`config.mk`:
```
export PLATFORM = sky130hd
export DESIGN_NAME = uart_tx_core_flat
export DESIGN_NICKNAME = d
export VERILOG_FILES = /design/src/rtl/uart_pkg.sv /design/src/rtl/uart_tx_core_if.sv /design/src/rtl/uart_tx_core_sync_fifo.sv /design/src/rtl/uart_tx_core.sv /design/src/flat_wrapper.sv
export SDC_FILE = /design/constraint.sdc
export NUM_CORES = 1
export LEC_CHECK = 0
export CORE_MARGIN = 1
export CORE_UTILIZATION = 58
export CTS_CLUSTER_SIZE = 28
export DETAILED_ROUTE_END_ITERATION = 6
export PLACE_DENSITY = 0.84
export SLEW_MARGIN = 0
export SYNTH_ARGS = -nofsm -noshare
export SYNTH_HDL_FRONTEND = slang
export SYNTH_SLANG_ARGS = --single-unit
export TNS_END_PERCENT = 1
```
`constraint.sdc`:
```
create_clock -name clk -period 2.5 [get_ports clk]
set_input_delay 0.25 -clock clk [delete_from_list [all_inputs] [get_ports clk]]
set_output_delay 0.25 -clock clk [all_outputs]
set_load 0.02 [all_outputs]
```
`src/rtl/uart_pkg.sv`:
```
// uart_pkg: shared definitions for the UART transmit path.
//   uart_state_t      - transmitter FSM state encoding (IDLE/START/DATA/STOP)
//   UART_DATA_BITS    - payload bits per frame
//   UART_*_LVL        - line levels for start, stop and idle
package uart_pkg;

   typedef logic [1:0] uart_state_t;

   localparam uart_state_t ST_IDLE  = 2'd0;
   localparam uart_state_t ST_START = 2'd1;
   localparam uart_state_t ST_DATA  = 2'd2;
   localparam uart_state_t ST_STOP  = 2'd3;

   localparam int unsigned UART_DATA_BITS = 8;
   localparam logic        UART_START_LVL = 1'b0;
   localparam logic        UART_STOP_LVL  = 1'b1;
   localparam logic        UART_IDLE_LVL  = 1'b1;

endpackage

```
`src/rtl/uart_tx_core_if.sv`:
```
// uart_tx_core_if: byte push channel from the register block to the
// transmitter.
//   in_data  - byte to transmit
//   in_valid - in_data is valid
//   in_ready - transmitter buffer can accept
// master = producer (register block), slave = uart_tx_core.
interface uart_tx_core_if;
   import uart_pkg::*;

   logic [UART_DATA_BITS-1:0] in_data;
   logic                      in_valid;
   logic                      in_ready;

   modport master (output in_data, output in_valid, input in_ready);
   modport slave  (input in_data, input in_valid, output in_ready);

endinterface

```
`src/rtl/uart_tx_core_sync_fifo.sv`:
```
// sync_fifo: single-clock first-word-fall-through FIFO.
//   clk, reset       - clock, synchronous active-high reset (empties FIFO)
//   wr_en, wr_data   - write at tail; ignored while full
//   rd_en, rd_data   - rd_data always shows the head; rd_en pops it
//   full, empty      - occupancy flags
//   count            - entries currently stored
// DEPTH must be a power of two so the pointers wrap by overflow.
module sync_fifo #(
   parameter int unsigned WIDTH = 8,
   parameter int unsigned DEPTH = 4,
   parameter int unsigned CNT_W = $clog2(DEPTH + 1)
) (
   input  logic             clk,
   input  logic             reset,
   input  logic             wr_en,
   input  logic [WIDTH-1:0] wr_data,
   input  logic             rd_en,
   output logic [WIDTH-1:0] rd_data,
   output logic             full,
   output logic             empty,
   output logic [CNT_W-1:0] count
);

   localparam int unsigned      PTR_W    = (DEPTH > 1) ? $clog2(DEPTH) : 1;
   localparam logic [CNT_W-1:0] FULL_CNT = CNT_W'(DEPTH);

   logic [WIDTH-1:0] mem [DEPTH];
   logic [PTR_W-1:0] wr_ptr;
   logic [PTR_W-1:0] rd_ptr;
   logic             do_wr;
   logic             do_rd;

   assign full    = (count == FULL_CNT);
   assign empty   = (count == '0);
   assign do_wr   = wr_en && !full;
   assign do_rd   = rd_en && !empty;
   assign rd_data = mem[rd_ptr];

   always_ff @(posedge clk) begin
      if (do_wr) begin
         mem[wr_ptr] <= wr_data;
      end
   end

   always_ff @(posedge clk) begin
      if (reset) begin
         wr_ptr <= '0;
         rd_ptr <= '0;
         count  <= '0;
      end else begin
         if (do_wr) begin
            wr_ptr <= wr_ptr + 1'b1;
         end
         if (do_rd) begin
            rd_ptr <= rd_ptr + 1'b1;
         end
         case ({do_wr, do_rd})
            2'b10:   count <= count + 1'b1;
            2'b01:   count <= count - 1'b1;
            default: count <= count;
         endcase
      end
   end

endmodule

```
`src/rtl/uart_tx_core.sv`:
```
// uart_tx_core: buffered 8N1 UART transmitter, LSB first.
//   clk, reset  - clock, synchronous active-high reset
//   in_if       - byte push channel (slave side): in_data/in_valid/in_ready
//   tx          - serial line, idle high, registered
//   tx_done     - one-cycle pulse during the final cycle of each stop bit
//   busy        - frame on the line or bytes waiting
//   fifo_count  - bytes buffered, excluding the one being shifted
module uart_tx_core
   import uart_pkg::*;
#(
   parameter int unsigned CLKS_PER_BIT = 20,
   parameter int unsigned FIFO_DEPTH   = 4,
   parameter int unsigned CNT_W        = $clog2(FIFO_DEPTH + 1)
) (
   input  logic             clk,
   input  logic             reset,
   uart_tx_core_if.slave    in_if,
   output logic             tx,
   output logic             tx_done,
   output logic             busy,
   output logic [CNT_W-1:0] fifo_count
);

   localparam int unsigned         BAUD_W    = (CLKS_PER_BIT > 1) ? $clog2(CLKS_PER_BIT) : 1;
   localparam logic [BAUD_W-1:0]   BAUD_LAST = BAUD_W'(CLKS_PER_BIT - 1);
   localparam logic [2:0]          LAST_BIT  = 3'(UART_DATA_BITS - 1);

   uart_state_t               state;
   logic [BAUD_W-1:0]         baud;
   logic                      baud_last;
   logic [2:0]                bit_idx;
   logic [UART_DATA_BITS-1:0] shift;

   logic                      fifo_full;
   logic                      fifo_empty;
   logic                      fifo_rd;
   logic [UART_DATA_BITS-1:0] fifo_head;

   sync_fifo #(
      .WIDTH (UART_DATA_BITS),
      .DEPTH (FIFO_DEPTH),
      .CNT_W (CNT_W)
   ) u_fifo (
      .clk     (clk),
      .reset   (reset),
      .wr_en   (in_if.in_valid),
      .wr_data (in_if.in_data),
      .rd_en   (fifo_rd),
      .rd_data (fifo_head),
      .full    (fifo_full),
      .empty   (fifo_empty),
      .count   (fifo_count)
   );

   assign in_if.in_ready = !fifo_full;
   assign baud_last      = (baud == BAUD_LAST);

   // A frame is loaded either from idle or straight out of the last stop
   // cycle, which is what makes back-to-back frames gapless.
   assign fifo_rd = !fifo_empty &&
                    ((state == ST_IDLE) || ((state == ST_STOP) && baud_last));

   assign tx_done = (state == ST_STOP) && baud_last;
   assign busy    = (state != ST_IDLE) || (fifo_count != '0);

   // tx is registered with the level of the state being entered, so the
   // line changes on the same edge as the state.
   always_ff @(posedge clk) begin
      if (reset) begin
         state   <= ST_IDLE;
         baud    <= '0;
         bit_idx <= '0;
         shift   <= '0;
         tx      <= UART_IDLE_LVL;
      end else begin
         case (state)
            ST_IDLE: begin
               tx <= UART_IDLE_LVL;
               if (fifo_rd) begin
                  shift <= fifo_head;
                  baud  <= '0;
                  tx    <= UART_START_LVL;
                  state <= ST_START;
               end
            end

            ST_START: begin
               if (baud_last) begin
                  baud    <= '0;
                  bit_idx <= '0;
                  tx      <= shift[0];
                  state   <= ST_DATA;
               end else begin
                  baud <= baud + 1'b1;
               end
            end

            ST_DATA: begin
               if (baud_last) begin
                  baud <= '0;
                  if (bit_idx == LAST_BIT) begin
                     tx    <= UART_STOP_LVL;
                     state <= ST_STOP;
                  end else begin
                     bit_idx <= bit_idx + 1'b1;
                     shift   <= shift >> 1;
                     tx      <= shift[1];
                  end
               end else begin
                  baud <= baud + 1'b1;
               end
            end

            ST_STOP: begin
               if (baud_last) begin
                  baud <= '0;
                  if (fifo_rd) begin
                     shift <= fifo_head;
                     tx    <= UART_START_LVL;
                     state <= ST_START;
                  end else begin
                     tx    <= UART_IDLE_LVL;
                     state <= ST_IDLE;
                  end
               end else begin
                  baud <= baud + 1'b1;
               end
            end

            default: begin
               tx    <= UART_IDLE_LVL;
               state <= ST_IDLE;
            end
         endcase
      end
   end

endmodule

```
`src/flat_wrapper.sv`:
```
// flat-port wrapper written by rule: the top's interface ports become plain ports
module uart_tx_core_flat import uart_pkg::*;
#(
   parameter int unsigned CLKS_PER_BIT = 20,
   parameter int unsigned FIFO_DEPTH   = 4,
   parameter int unsigned CNT_W        = $clog2(FIFO_DEPTH + 1)
)
  (clk, reset, tx, tx_done, busy, fifo_count, in_if_in_data, in_if_in_valid, in_if_in_ready);
  uart_tx_core_if in_if_i ();
  input  logic clk;
  input  logic reset;
  output logic tx;
  output logic tx_done;
  output logic busy;
  output logic [CNT_W-1:0] fifo_count;
  input wire logic [$bits(in_if_i.in_data)-1:0] in_if_in_data;
  input wire logic [$bits(in_if_i.in_valid)-1:0] in_if_in_valid;
  output wire logic [$bits(in_if_i.in_ready)-1:0] in_if_in_ready;
  assign in_if_i.in_data = in_if_in_data;
  assign in_if_i.in_valid = in_if_in_valid;
  assign in_if_in_ready = in_if_i.in_ready;
  uart_tx_core #(.CLKS_PER_BIT(CLKS_PER_BIT), .FIFO_DEPTH(FIFO_DEPTH), .CNT_W(CNT_W)) u_core (.clk(clk), .reset(reset), .in_if(in_if_i), .tx(tx), .tx_done(tx_done), .busy(busy), .fifo_count(fifo_count));
endmodule
```
==> flow_metrics.py <==
metrics = {
    "timing": {
        "hold-worst-slack_ns": 0.456,
        "measured_slew_at_the_worst_slew_check_pin_ns": 0.592,
        "fin_skew_ns": 0.00699,
        "fmaxAchievable_mhz": 426,
        "layout_setup_ws_ns": 0.154,
        "rsz0062_at_grt": "no",
        "totalNegativeSetupSlack_ns": 0,
        "final_hold_viol_count": 0,
        "fin_crit_ns": 2.35,
        "setup-violations-final": 0,
        "max-slew-margin-rel_pct": 60.3,
        "drv_slew": 0,
        "fin_crit_sh_pct": 93.8,
    },
    "global_routing": {
        "grt_start_max_net_pins": 28,
        "first_global_vias": 1800,
        "antenna_found_initial": 0,
        "track_usage_pct": 22.5,
        "grt.overflow.total": 0,
        "grt_pass1_wl_um": 8470,
    },
    "cts": {
        "ctsLongestPathBuffers": 2,
        "cts_tree": "yes",
        "cell_chosen_for_the_clock_root": "sky130_fd_sc_hd__clkbuf_8",
        "postCtsSetupBuffers": 0,
        "worst_setup_hold_path_clk_slew_ns": 0.06,
        "cts_inserted_buffers": 9,
        "worstSkewPairLatency_ns": 0.33,
        "cts.sink_count": 60,
        "cts.htree.levels": 3,
    },
    "setup_path": {
        "critical_path_peak_fanout": 6,
        "rr_startpoint": "u_core.u_fifo.count[0]",
        "worstSetupPathType": "reg2reg",
        "critPathCaptureType": "register",
        "required_ns": 2.76,
        "critical_path_at_ns": 2.61,
        "cp-startpoint": "u_core.u_fifo.count[0]",
        "startpoint_type": "register",
    },
    "placed_design": {
        "numPortBuffers": 17,
        "place.detailed.hpwl_um": 3560,
        "routabilityCongestion": 0.825,
        "placement.cell_area_um2": 2970,
        "post-place-ws_ns": 0.116,
    },
    "floorplanning": {
        "die_h_um": 70.9,
        "floorplan.die_area_um2": 5020,
        "top_level_ports": 18,
        "initial_utilization_pct": 61.9,
        "placeableCoreArea_um2": 4440,
        "dieWidth_um": 70.9,
        "core.rowCount": 24,
    },
    "route": {
        "residual_drc": 0,
        "drt_first_iter_violations": 170,
        "drt-pass1-iter-count": 4,
        "avgViaCountPerCell": 5.88,
        "detail_route.wl_per_cell_um": 16.3,
        "routed_wl_um": 5100,
        "ant_nets": 0,
        "detailroute.via_count": 1842,
    },
    "power_and_ir_drop": {
        "cellPowerDensity_nw_per_um2": 1150,
        "worst_ir_drop_on_vdd_v": 0.000779,
        "static-leakage-power_uw": 0.00111,
    },
    "synth": {
        "synthFlopType": "sky130_fd_sc_hd__edfxtp_1",
        "synth_nets": 258,
        "number_of_enable_type_register_cells_in_the_synthesized_netlist": 32,
        "synth_cell_types": 49,
        "yosysWarningCount": 0,
        "postSynthCellCount": 233,
        "ys_seq_area_share_pct": 55.3,
        "synth_area_per_cell_um2": 11.8,
        "ys_ff_latch": 60,
        "ys_async_sr_fraction_pct": 0,
        "summed_instance_area_of_the_synthesized_netlist_um2": 2750,
    },
    "min_path": {
        "worst_min_delay_path_class": "reg2reg",
        "hp-start": "u_core.bit_idx[1]",
    },
    "layout": {
        "fraction_of_final_layout_cells_with_drive_strength_greater_than_1_pct": 14.6,
        "area_added_between_synthesis_and_finish_pct": 14.0,
        "antenna_cells": 0,
        "final_cell_area_um2": 3140,
        "design.final.nets": 281,
        "layout.filler_cells": 333,
    },
    "outcome": {
        "status": "finished, final reports clean",
    },
    "flow_run": {
        "max_cap_violations": 0,
    },
}
==> report_power, final <==
part / switching, µW / total (µW) / internal, µW
registers: 146 / 1360 / 1220
logic: 846 / 1520 / 669
clock network: 362 / 715 / 352
==> worst max-delay path, cell delays in order, from the launching register on <==
cell and delay, ns:
sky130_fd_sc_hd__dfxtp_1 0.35, sky130_fd_sc_hd__or3b_4 0.44, sky130_fd_sc_hd__and2_1 0.20, sky130_fd_sc_hd__inv_1 0.08, sky130_fd_sc_hd__ha_1 0.18, sky130_fd_sc_hd__inv_1 0.06, sky130_fd_sc_hd__fa_1 0.37, sky130_fd_sc_hd__xor2_1 0.16
sky130_fd_sc_hd__or3_1 0.31, sky130_fd_sc_hd__a21oi_1 0.13
==> synthesized netlist by cell type, types with 4 or more instances <==
library cell	count	area [µm²]
sky130_fd_sc_hd__mux4_2	8	180
sky130_fd_sc_hd__dfxtp_1	28	561
sky130_fd_sc_hd__and3_1	4	25.0
sky130_fd_sc_hd__nor2_1	12	45.0
sky130_fd_sc_hd__buf_2	4	20.0
sky130_fd_sc_hd__a311oi_1	7	61.3
sky130_fd_sc_hd__edfxtp_1	32	961
sky130_fd_sc_hd__a21oi_1	26	130
sky130_fd_sc_hd__nand2_1	21	78.8
sky130_fd_sc_hd__inv_1	13	48.8
sky130_fd_sc_hd__clkbuf_1	4	15.0
sky130_fd_sc_hd__o21ai_0	10	50.1
sky130_fd_sc_hd__ha_1	13	163
==> routing by layer <==
metal	vias to the layer above	track usage [%]	wire (µm)
met5	-	0	0
met4	0	7.33	42
met3	6	6.98	282
met2	48	36.9	2560
met1	882	28.6	2210
li1	906	-	-
==> logic make-up after synthesis <==
family,Yosys count,share of synthesized area (%)
and+or+nand+nor,67,13.3
DFF,60,55.3
AOI/OAI and AO/OA,56,12.9
buffers and inverters,25,4.32
adders and majority gates,14,6.64
muxes,8,6.55
xor gates and xnor gates,3,0.955
==> cell type report <==
cell class                      count  area, µm²  area share, %
Tap cell                           52       65.1           2.08
Inverter                           13       48.8           1.56
Clock buffer                       11        131           4.19
Timing Repair Buffer               24        225           7.18
Sequential cell                    60       1520           48.6
Multi-Input combinational cell    148       1110           35.5
Clock inverter                      5       28.8          0.918
==> worst paths after layout <==
path	end	slack [ns]	depth (start not counted)
setup / recovery	u_core.u_fifo.count[2]	0.15	9
hold / removal	u_core.bit_idx[1]	0.46	2
setup reg to reg	u_core.u_fifo.count[2]	0.15	9
hold reg to reg	u_core.bit_idx[1]	0.46	2
==> flip-flops by register name, summed over array words and instances (netlist names), named ones only <==
signal / cells
u_core.baud: 5
u_core.bit_idx: 3
u_core.shift: 8
u_core.state: 2
u_core.tx: 1
u_core.u_fifo.count: 3
u_core.u_fifo.mem: 32
u_core.u_fifo.rd_ptr: 2
u_core.u_fifo.wr_ptr: 2
==> layout by cell type, fill, tap and decap left out, types with 3 or more instances in the layout <==
| cell type | n |
|---|---|
| sky130_fd_sc_hd__nor3_1 | 3 |
| sky130_fd_sc_hd__mux4_2 | 8 |
| sky130_fd_sc_hd__a21oi_1 | 26 |
| sky130_fd_sc_hd__ha_1 | 13 |
| sky130_fd_sc_hd__o21ai_0 | 10 |
| sky130_fd_sc_hd__inv_1 | 13 |
| sky130_fd_sc_hd__clkbuf_8 | 9 |
| sky130_fd_sc_hd__clkdlybuf4s50_1 | 16 |
| sky130_fd_sc_hd__or3_1 | 3 |
| sky130_fd_sc_hd__nor2_1 | 12 |
| sky130_fd_sc_hd__nand4_1 | 3 |
| sky130_fd_sc_hd__edfxtp_1 | 32 |
| sky130_fd_sc_hd__a311oi_1 | 7 |
| sky130_fd_sc_hd__dfxtp_1 | 27 |
| sky130_fd_sc_hd__and3_1 | 4 |
| sky130_fd_sc_hd__nand3_1 | 3 |
| sky130_fd_sc_hd__buf_4 | 7 |
| sky130_fd_sc_hd__nand2_1 | 21 |
==> repair_timing <==
action	CTS	global route
hold endpoints to repair	0	0
endpoints found under the setup margin	0	2
resized for setup	0	3
hold buffers	0	0
==> stage by stage <==
step           utilization (%)  total power [µW]  cells
2_1_floorplan                -              2470    233
3_3_place_gp              66.8              2830    297
3_5_place_dp              66.8              2880    297
4_1_cts                   70.4              3600    313
5_1_grt                   70.6              3830    313
6_report                  70.6              3590    313
Note: power is estimated with default switching activity, not from simulation.
